**src/rtl/fetch_unit_if.sv**
```systemverilog
`default_nettype none
// ============================================================================
// Module      : fetch_unit_if
// Description : Instruction-memory, decode handoff and control bundle for
//               the fetch stage. Signal names are as seen from fetch_unit.
// Revision    : 1.0 - initial release
// ============================================================================
interface fetch_unit_if;
    logic        o_imem_ren;
    logic [31:0] o_imem_raddr;
    logic        i_imem_rvalid;
    logic [31:0] i_imem_rdata;
    logic        o_inst_valid;
    logic [31:0] o_inst;
    logic [31:0] o_inst_pc;
    logic [31:0] o_nxt_pc;
    logic        i_inst_ready;
    logic        i_redirect;
    logic [31:0] i_redirect_pc;
    logic        i_halt;
    logic        o_halted;

    modport master (
        output o_imem_ren,
        output o_imem_raddr,
        input  i_imem_rvalid,
        input  i_imem_rdata,
        output o_inst_valid,
        output o_inst,
        output o_inst_pc,
        output o_nxt_pc,
        input  i_inst_ready,
        input  i_redirect,
        input  i_redirect_pc,
        input  i_halt,
        output o_halted
    );

    modport slave (
        input  o_imem_ren,
        input  o_imem_raddr,
        output i_imem_rvalid,
        output i_imem_rdata,
        input  o_inst_valid,
        input  o_inst,
        input  o_inst_pc,
        input  o_nxt_pc,
        output i_inst_ready,
        output i_redirect,
        output i_redirect_pc,
        output i_halt,
        input  o_halted
    );
endinterface
`default_nettype wire

```
**src/rtl/fetch_unit.sv**
```systemverilog
`default_nettype none
// ============================================================================
// Module      : fetch_unit
// Description : PC owner and instruction fetcher with a small in-order FIFO
//               towards decode. Optional counters under FETCH_STATS_EN.
// Revision    : 1.0 - initial release
// ============================================================================
module fetch_unit #(
    parameter logic [31:0] RESET_ADDR = 32'h0000_0000,
    parameter int unsigned BUF_DEPTH  = 2
) (
    input  wire logic    i_clk,
    input  wire logic    i_rst,
    fetch_unit_if.master if_bus
`ifdef FETCH_STATS_EN
    ,
    output logic [31:0]  o_fetch_cnt,
    output logic [31:0]  o_squash_cnt
`endif
);

    localparam int unsigned        c_ptr_w   = (BUF_DEPTH > 1) ? $clog2(BUF_DEPTH) : 1;
    localparam int unsigned        c_cnt_w   = c_ptr_w + 1;
    localparam logic [c_cnt_w-1:0] c_depth   = c_cnt_w'(BUF_DEPTH);
    localparam logic [c_cnt_w-1:0] c_cnt_one = c_cnt_w'(1);
    localparam logic [c_ptr_w-1:0] c_ptr_one = c_ptr_w'(1);

    typedef enum logic [0:0] {
        S_RUN  = 1'b0,
        S_HALT = 1'b1
    } state_t;

    state_t             r_state;
    logic [31:0]        r_pc;
    logic [31:0]        r_req_pc;
    logic               r_outstanding;
    logic               r_squash;
    logic               r_halted;
    logic [c_ptr_w-1:0] r_wr_ptr;
    logic [c_ptr_w-1:0] r_rd_ptr;
    logic [c_cnt_w-1:0] r_cnt;
    logic [31:0]        r_buf_inst [BUF_DEPTH];
    logic [31:0]        r_buf_pc   [BUF_DEPTH];

    logic               w_run;
    logic               w_head_valid;
    logic               w_pop;
    logic               w_resp;
    logic               w_push;
    logic               w_issue;
    logic [c_cnt_w-1:0] w_cnt_next;

    // Responses are only meaningful while a request is in flight.
    assign w_run        = (r_state == S_RUN);
    assign w_head_valid = w_run && (r_cnt != '0);
    assign w_pop        = w_head_valid && if_bus.i_inst_ready;
    assign w_resp       = if_bus.i_imem_rvalid && r_outstanding;
    assign w_push       = w_run && w_resp && !r_squash
                          && !if_bus.i_redirect && !if_bus.i_halt;
    assign w_cnt_next   = r_cnt + (w_push ? c_cnt_one : '0) - (w_pop ? c_cnt_one : '0);

    // A new request must find a free slot once its response lands.
    assign w_issue = !i_rst && w_run && !if_bus.i_redirect && !if_bus.i_halt
                     && (!r_outstanding || w_resp) && (w_cnt_next < c_depth);

    always_ff @(posedge i_clk) begin
        if (i_rst) begin
            r_state       <= S_RUN;
            r_pc          <= RESET_ADDR;
            r_req_pc      <= RESET_ADDR;
            r_outstanding <= 1'b0;
            r_squash      <= 1'b0;
            r_halted      <= 1'b0;
            r_wr_ptr      <= '0;
            r_rd_ptr      <= '0;
            r_cnt         <= '0;
        end else begin
            case (r_state)
                S_RUN: begin
                    if (if_bus.i_halt) begin
                        r_state       <= S_HALT;
                        r_halted      <= 1'b1;
                        r_outstanding <= 1'b0;
                        r_squash      <= 1'b0;
                        r_wr_ptr      <= '0;
                        r_rd_ptr      <= '0;
                        r_cnt         <= '0;
                    end else if (if_bus.i_redirect) begin
                        r_pc          <= if_bus.i_redirect_pc;
                        r_outstanding <= r_outstanding && !w_resp;
                        r_squash      <= r_outstanding && !w_resp;
                        r_wr_ptr      <= '0;
                        r_rd_ptr      <= '0;
                        r_cnt         <= '0;
                    end else begin
                        if (w_issue) begin
                            r_pc          <= r_pc + 32'd4;
                            r_req_pc      <= r_pc;
                            r_outstanding <= 1'b1;
                        end else if (w_resp) begin
                            r_outstanding <= 1'b0;
                        end
                        if (w_resp) begin
                            r_squash <= 1'b0;
                        end
                        if (w_push) begin
                            r_wr_ptr <= r_wr_ptr + c_ptr_one;
                        end
                        if (w_pop) begin
                            r_rd_ptr <= r_rd_ptr + c_ptr_one;
                        end
                        r_cnt <= w_cnt_next;
                    end
                end
                S_HALT: begin
                    r_halted <= 1'b1;
                end
                default: begin
                    r_state <= S_HALT;
                end
            endcase
        end
    end

    // Storage carries no reset; occupancy alone qualifies the head.
    always_ff @(posedge i_clk) begin
        if (w_push) begin
            r_buf_inst[r_wr_ptr] <= if_bus.i_imem_rdata;
            r_buf_pc[r_wr_ptr]   <= r_req_pc;
        end
    end

    assign if_bus.o_imem_ren   = w_issue;
    assign if_bus.o_imem_raddr = {r_pc[31:2], 2'b00};
    assign if_bus.o_inst_valid = w_head_valid;
    assign if_bus.o_inst       = w_head_valid ? r_buf_inst[r_rd_ptr] : 32'd0;
    assign if_bus.o_inst_pc    = w_head_valid ? r_buf_pc[r_rd_ptr] : 32'd0;
    assign if_bus.o_nxt_pc     = w_head_valid ? (r_buf_pc[r_rd_ptr] + 32'd4) : 32'd0;
    assign if_bus.o_halted     = r_halted;

`ifdef FETCH_STATS_EN
    logic               w_discard;
    logic [c_cnt_w-1:0] w_flushed;

    // Flushed entries exclude the head handed off in the redirect cycle.
    assign w_discard = w_run && w_resp && !if_bus.i_halt
                       && (r_squash || if_bus.i_redirect);
    assign w_flushed = (w_run && if_bus.i_redirect && !if_bus.i_halt)
                       ? (r_cnt - (w_pop ? c_cnt_one : '0)) : '0;

    always_ff @(posedge i_clk) begin
        if (i_rst) begin
            o_fetch_cnt  <= 32'd0;
            o_squash_cnt <= 32'd0;
        end else if (w_run) begin
            o_fetch_cnt  <= o_fetch_cnt + 32'(w_pop);
            o_squash_cnt <= o_squash_cnt + 32'(w_discard) + 32'(w_flushed);
        end
    end
`endif

endmodule
`default_nettype wire

```
**src/flat_wrapper.sv**
```systemverilog
// flat-port wrapper written by rule: the top's interface ports become plain ports
module fetch_unit_flat 
#(
    parameter logic [31:0] RESET_ADDR = 32'h0000_0000,
    parameter int unsigned BUF_DEPTH  = 2
)
  (i_clk, i_rst, if_bus_o_imem_ren, if_bus_o_imem_raddr, if_bus_i_imem_rvalid, if_bus_i_imem_rdata, if_bus_o_inst_valid, if_bus_o_inst, if_bus_o_inst_pc, if_bus_o_nxt_pc, if_bus_i_inst_ready, if_bus_i_redirect, if_bus_i_redirect_pc, if_bus_i_halt, if_bus_o_halted);
  fetch_unit_if if_bus_i ();
  input  wire logic i_clk;
  input  wire logic i_rst;
  output wire logic [$bits(if_bus_i.o_imem_ren)-1:0] if_bus_o_imem_ren;
  output wire logic [$bits(if_bus_i.o_imem_raddr)-1:0] if_bus_o_imem_raddr;
  input wire logic [$bits(if_bus_i.i_imem_rvalid)-1:0] if_bus_i_imem_rvalid;
  input wire logic [$bits(if_bus_i.i_imem_rdata)-1:0] if_bus_i_imem_rdata;
  output wire logic [$bits(if_bus_i.o_inst_valid)-1:0] if_bus_o_inst_valid;
  output wire logic [$bits(if_bus_i.o_inst)-1:0] if_bus_o_inst;
  output wire logic [$bits(if_bus_i.o_inst_pc)-1:0] if_bus_o_inst_pc;
  output wire logic [$bits(if_bus_i.o_nxt_pc)-1:0] if_bus_o_nxt_pc;
  input wire logic [$bits(if_bus_i.i_inst_ready)-1:0] if_bus_i_inst_ready;
  input wire logic [$bits(if_bus_i.i_redirect)-1:0] if_bus_i_redirect;
  input wire logic [$bits(if_bus_i.i_redirect_pc)-1:0] if_bus_i_redirect_pc;
  input wire logic [$bits(if_bus_i.i_halt)-1:0] if_bus_i_halt;
  output wire logic [$bits(if_bus_i.o_halted)-1:0] if_bus_o_halted;
  assign if_bus_o_imem_ren = if_bus_i.o_imem_ren;
  assign if_bus_o_imem_raddr = if_bus_i.o_imem_raddr;
  assign if_bus_i.i_imem_rvalid = if_bus_i_imem_rvalid;
  assign if_bus_i.i_imem_rdata = if_bus_i_imem_rdata;
  assign if_bus_o_inst_valid = if_bus_i.o_inst_valid;
  assign if_bus_o_inst = if_bus_i.o_inst;
  assign if_bus_o_inst_pc = if_bus_i.o_inst_pc;
  assign if_bus_o_nxt_pc = if_bus_i.o_nxt_pc;
  assign if_bus_i.i_inst_ready = if_bus_i_inst_ready;
  assign if_bus_i.i_redirect = if_bus_i_redirect;
  assign if_bus_i.i_redirect_pc = if_bus_i_redirect_pc;
  assign if_bus_i.i_halt = if_bus_i_halt;
  assign if_bus_o_halted = if_bus_i.o_halted;
  fetch_unit #(.RESET_ADDR(RESET_ADDR), .BUF_DEPTH(BUF_DEPTH)) u_core (.i_clk(i_clk), .i_rst(i_rst), .if_bus(if_bus_i));
endmodule
```
**config.mk**
```make
export PLATFORM = sky130hd
export DESIGN_NAME = fetch_unit_flat
export DESIGN_NICKNAME = d
export VERILOG_FILES = /design/src/rtl/fetch_unit_if.sv /design/src/rtl/fetch_unit.sv /design/src/flat_wrapper.sv
export SDC_FILE = /design/constraint.sdc
export NUM_CORES = 1
export LEC_CHECK = 0
export CAP_MARGIN = 20
export CELL_PAD_IN_SITES_DETAIL_PLACEMENT = 1
export CELL_PAD_IN_SITES_GLOBAL_PLACEMENT = 1
export CORE_MARGIN = 2
export CORE_UTILIZATION = 36
export CTS_CLUSTER_SIZE = 14
export DETAILED_ROUTE_END_ITERATION = 12
export PLACE_DENSITY = 0.76
export SYNTH_ARGS = -nofsm -noshare
export SYNTH_HDL_FRONTEND = slang
export SYNTH_SLANG_ARGS = --single-unit
export TNS_END_PERCENT = 5
```
**constraint.sdc**
```tcl
create_clock -name i_clk -period 5.75 [get_ports i_clk]
set_input_delay 1.4375 -clock i_clk [delete_from_list [all_inputs] [get_ports i_clk]]
set_output_delay 1.4375 -clock i_clk [all_outputs]
set_load 0.05 [all_outputs]
```
# Yosys cells after proc, flatten, opt, wreduce, memory -nomap -nowiden
# Memory sizes are Yosys's and may differ from the RTL's. A register that Yosys moved wholly into a read port is not among the register bits.
# Index checks and enable logic that the tools add are counted.
# word_totals
out_inout_bits	131
input_bits	70
ram_bits	128
mem_count	2
wordCells	85
reg_bits	72
# op_classes
n_eq_ne	1
add_sub_neg	6
n_lt_le_gt_ge	1
n_bitwise	3
mux	31
reduce_logical	32
# memory_table
memory	words	word_bits	rd	rd_ports_with_merged_regs	write_ports	line_no	text
u_core.r_buf_inst	2	32	1	1	1	fetch_unit.sv:42	logic [31:0] r_buf_inst [BUF_DEPTH];
u_core.r_buf_pc	2	32	1	1	1	fetch_unit.sv:43	logic [31:0] r_buf_pc [BUF_DEPTH];
# ops
operator	count
2-to-1 mux 32 bit	5
adder 32 x 3 -> 32 bit, second input constant	2
2-to-1 mux 1 bit	23
logical AND 1 bit	13
nonzero test 3 bit	3
AND reduction 2 bit	4
zero test 1 bit	6
2-to-1 mux 2 bit	2
AND reduction 4 bit	1
nonzero test 2 bit	2
nonzero test 4 bit	1
inverter 1 bit	3
AND reduction 3 bit	1
adder 1 bit, second input constant	2
adder 2 bit	1
< comparator 2 bit, second input constant	1
inequality test 2 bit, second input constant	1
one-hot mux 1 bit (2 select lines)	1
subtractor 2 bit	1
logical OR 1 bit	1

# Depth between registers and ports, before layout
# logic_depth
word_depth	13
mapped_depth	17
depth_no_buf	14

# Worst setup path before layout
# OpenSTA, ideal clock, no wires.
# synth_timing
path_type	input port to flip-flop
startpoint	input port if_bus_i_halt
endpoint	memory u_core.r_buf_inst[0][0] (enable)
path_stages	4
setup_ns	0.494
t_required_ns	5.256
setup_slack_ns	-0.016
arrival_time_ns	5.272
path_buffers	1
cell_sequence	or2_2 > buf_2 > nor4_1 > nor2b_1
# synth_between
elab_chain_cells	4
# synth_lines
item	line_no	text
start: declaration	flat_wrapper.sv:22	input wire logic [$bits(if_bus_i.i_halt)-1:0] if_bus_i_halt;
zero test 1 bit	fetch_unit.sv:59	&& !if_bus.i_redirect && !if_bus.i_halt;
logical AND 1 bit	fetch_unit.sv:59	
2-to-1 mux 1 bit	fetch_unit.sv:127	if (w_push) begin
2-to-1 mux 1 bit (implied by the code)	fetch_unit.sv:128	r_buf_inst[r_wr_ptr] <= if_bus.i_imem_rdata;
end: declaration	fetch_unit.sv:42	
# Every way passes these cells.

==> impl_results.md <==
- Result of the run: finished clean
- Y dimension of the die: 167 microns
- Transition time at the pin with the least slew margin: 1.00 ns
- Buf/Inv on CP: 2
- Synthesis-to-finish area growth: 29.2%
- Count of flip-flops with a built-in enable after synthesis: 128
- Dominant register cell in the synthesized netlist: edfxtp_1
- Final setup violation count: 0
- Detailed-placement wirelength estimate: 19900 microns
- Global-route congestion overflow total: 0
- Starting density of the core: 36.6%
- P_int: 2.45 mW
- Maximum clock frequency: 186 MHz
- Cell area after layout: 0.0123 sq mm
- Clock group share of total power: 43.3%
- Yosys reg bits: 201
- Largest voltage drop on the vdd net: 0.194 mV
- Compound-cell area share of the yosys netlist: 11.0%
- I/O pins: 201
- Worst hold path endpoint: u_core.r_buf_pc[0][31]
- Worst Skew: 0.0130 ns
- Clock transition time at the flip-flop clock pins of the worst setup and hold paths: 0.06 ns
- Via total after detailed routing: 7629
- Simple-gate share of the synthesized area: 18.5%
- Critical path arrival: 3.95 ns
- Cell family with the largest share of critical-path delay: buffers and inverters
- Clock period minus final worst setup slack: 5.38 ns
- Worst min path class: flip-flop to flip-flop
- Maximum clock insertion buffer count: 3
- Placement-stage cell area: 0.0116 sq mm
- Final setup slack of the worst path: 0.365 ns
- Number of placement rows: 59
- Required time at the worst-slack endpoint: 4.31 ns
- Post-CTS setup buffers: 0
- Overall routed net length: 28000 microns
- Total global-route track usage: 19.5%
- Count of max-cap constraint violations: 0
- TritonCTS clock tree: built
- First-pass detailed-route iteration total: 5
- Cell variety after synth: 66
- Routed length per instance: 19.6 microns
- R2R Path End: u_core.r_pc[15]
- CP max-delay cell: dfxtp_4
- Areal power density over the cells: 256 mW/mm^2
- Global-route wire length before repair: 44100 microns
- Share of the clock period used by the worst path after layout: 93.6%
- Largest family of logic cells by synthesized area: simple AND/OR/NAND/NOR gates
- Cells after synthesis: 921
- Leakage power figure: 3.97 nW
- Worst slack at placement: 0.606 ns
- Synthesized-area fraction occupied by adder cells: 0.524%
- P_sw: 716 uW
- Crit path kind: flip-flop to primary output
- Post-DR vias/cell: 5.35
- Largest net degree at the start of global routing: 71
- Ranking of synthesized cells by instance count: 128 x edfxtp_1, 114 x nor2_1, 109 x nand2_1
- Share of cells above drive strength 1: 6.42%
- Post-synthesis sequential area ratio: 55.5%
- TritonCTS buffer count: 22
- Top post-synthesis cells by area: edfxtp_1 40%, dfxtp_1 15%, mux2i_1 6.5%, nor2_1 4.5%, nand2_1 4.3%
- Synthesized area per cell: 10.4 sq um
- Clock latency on the worst-skew pair: 0.50 ns
- CP Capture Type: primary output
- Top cell type by total area after synthesis: edfxtp_1
- Total number of nets in the final design: 1149
- Initial antenna violation count: 0
- Worst hold slack: 0.454 ns
- YS warnings: 0
- Number of stages on the worst hold path: 0
- Hold-fix buffer count after cts: 0
- Share of synthesized flip-flops with an asynchronous set or reset: 0%
- Final Hold Viols: 0
- Die outline width: 167 microns
- Worst setup SP type: flip-flop
- RePlAce Congestion: 0.785
- DRC violation total after the first TritonRoute iteration: 433
- Fraction of power consumed by combinational cells: 7.0%
- Setup repair after global routing missed its margin: false
- Total of fill cells in the finished design: 2849
- I/O Buffers: 198
- Total Neg Setup Slack: 0 ns
- Net Sw Frac: 22.6%
- Cell count of the worst reg-to-reg path: 13
- Die footprint: 0.0278 sq mm
- Worst rel slew slack: 32.9%
- Final slew viol count: 0
- Number of instances resized during post-cts repair: 0
- Post-route DRC violation count: 0
- Share of the synthesized area in the top cell type: 40.2%
- Sequential cell fraction of total power: 49.7%
- Crit Reg-Reg Startpoint: u_core.r_state
- Clock Root Buffer: clkbuf_16
- Cell breakdown of the critical path: buf_4, nand3_1, a22oi_1, nand4_1, nor4b_1, mux2_2, clkdlybuf4s50_1
- Clock net sink count: 201
- R2R setup slack: 1.51 ns
- CTS HTree Levels: 1
- Via count of the first global-routing pass: 7741
- Placeable core area: 0.0261 sq mm
- Count leader, synth: edfxtp_1
- Longest individual stage delay on the worst path: 0.76 ns
- Hold path start: u_core.r_req_pc[31]
- Worst Path Max Fanout: 55
- Post-synth design cell area: 0.00955 sq mm
- Xor and xnor fraction of the mapped netlist area: 1.98%
- Mux share of post-synthesis cell area: 6.97%
- Remaining number of nets flagged by the antenna check after routing: 0
- Antenna Diode Count: 0
[state kept, by name, summed over array words and instances, names as in the netlist, named ones only]
name	flops
u_core.r_outstanding	1
u_core.r_rd_ptr	1
u_core.r_req_pc	32
u_core.r_cnt	2
u_core.r_squash	1
u_core.if_bus.o_halted	1
u_core.r_wr_ptr	1
u_core.r_buf_inst	64
u_core.r_state	1
u_core.r_buf_pc	64
u_core.r_pc	32
[power groups by stage]
stage          clock [mW]  sequential [mW]  combinational [mW]
2_1_floorplan           0             1.59               0.138
3_3_place_gp            0             1.60               0.217
3_5_place_dp            0             1.60               0.221
4_1_cts              1.41             1.57               0.222
5_1_grt              1.46             1.58               0.236
6_report             1.37             1.57               0.221
[layout by cell type (no fill, tap or decap), drive strengths merged, types with 21 or more instances in the layout]
| master | Yosys | layout |
|---|---|---|
| nand2 | 109 | 109 |
| nand3 | 38 | 38 |
| a21oi | 57 | 57 |
| clkbuf | 38 | 25 |
| edfxtp | 128 | 128 |
| o21ai | 24 | 24 |
| mux2i | 62 | 62 |
| clkdlybuf4s50 | 0 | 196 |
| dfxtp | 73 | 73 |
| buf | 50 | 21 |
| nor2 | 114 | 114 |
[per-stage QoR]
step / util [%] / power, mW / instances
6_report: 47.4 / 3.17 / 1426
5_1_grt: 47.4 / 3.28 / 1426
4_1_cts: 47.4 / 3.21 / 1426
3_5_place_dp: 44.7 / 1.83 / 1386
3_3_place_gp: 44.7 / 1.82 / 1386
2_1_floorplan: - / 1.73 / 922
[metal layers]
layer  wire, microns  share of wire (%)  vias up  global-route usage, %
li1                -                  -     3645                      -
met1           13200                 47     3724                   28.1
met2           12900                 46      226                   31.6
met3            1500                5.4       34                   2.50
met4             450                1.6        0                   4.24
met5               0                  0        -                      0
[cell families (layout without fill, tap and decap cells)]
| family | Yosys count | after routing |
|---|---|---|
| adders and majority gates | 4 | 4 |
| other | 1 | 2 |
| muxes | 66 | 66 |
| and+or+nand+nor | 369 | 369 |
| buffers and inverters | 99 | 268 |
| AOI/OAI and AO/OA | 161 | 161 |
| DFF | 201 | 201 |
| xor gates and xnor gates | 20 | 20 |
[how the worst max path moves through the flow]
stage | startpoint | end | slack, ns | depth (start not counted)
floorplan | if_bus_i_halt | if_bus_o_imem_ren | 0.34 | 10
global placement | if_bus_i_halt | if_bus_o_imem_ren | 0.66 | 10
detailed placement | if_bus_i_halt | if_bus_o_imem_ren | 0.61 | 10
CTS | flip-flop | if_bus_o_nxt_pc[31] | 0.32 | 7
global route | flip-flop | if_bus_o_nxt_pc[31] | 0.13 | 7
finish | flip-flop | if_bus_o_nxt_pc[31] | 0.37 | 7
[final cells by class]
cell class	instances	area, sq um	share of cell area [%]
clock buffers	25	583	4.72
clock inverters	15	121	0.983
inverters	11	41.3	0.335
well taps	335	419	3.40
flip-flops and latches	201	5310	43.0
multi-input cells	622	3740	30.3
repair buffers	217	2130	17.3
Power figures use the tool's default switching activity.
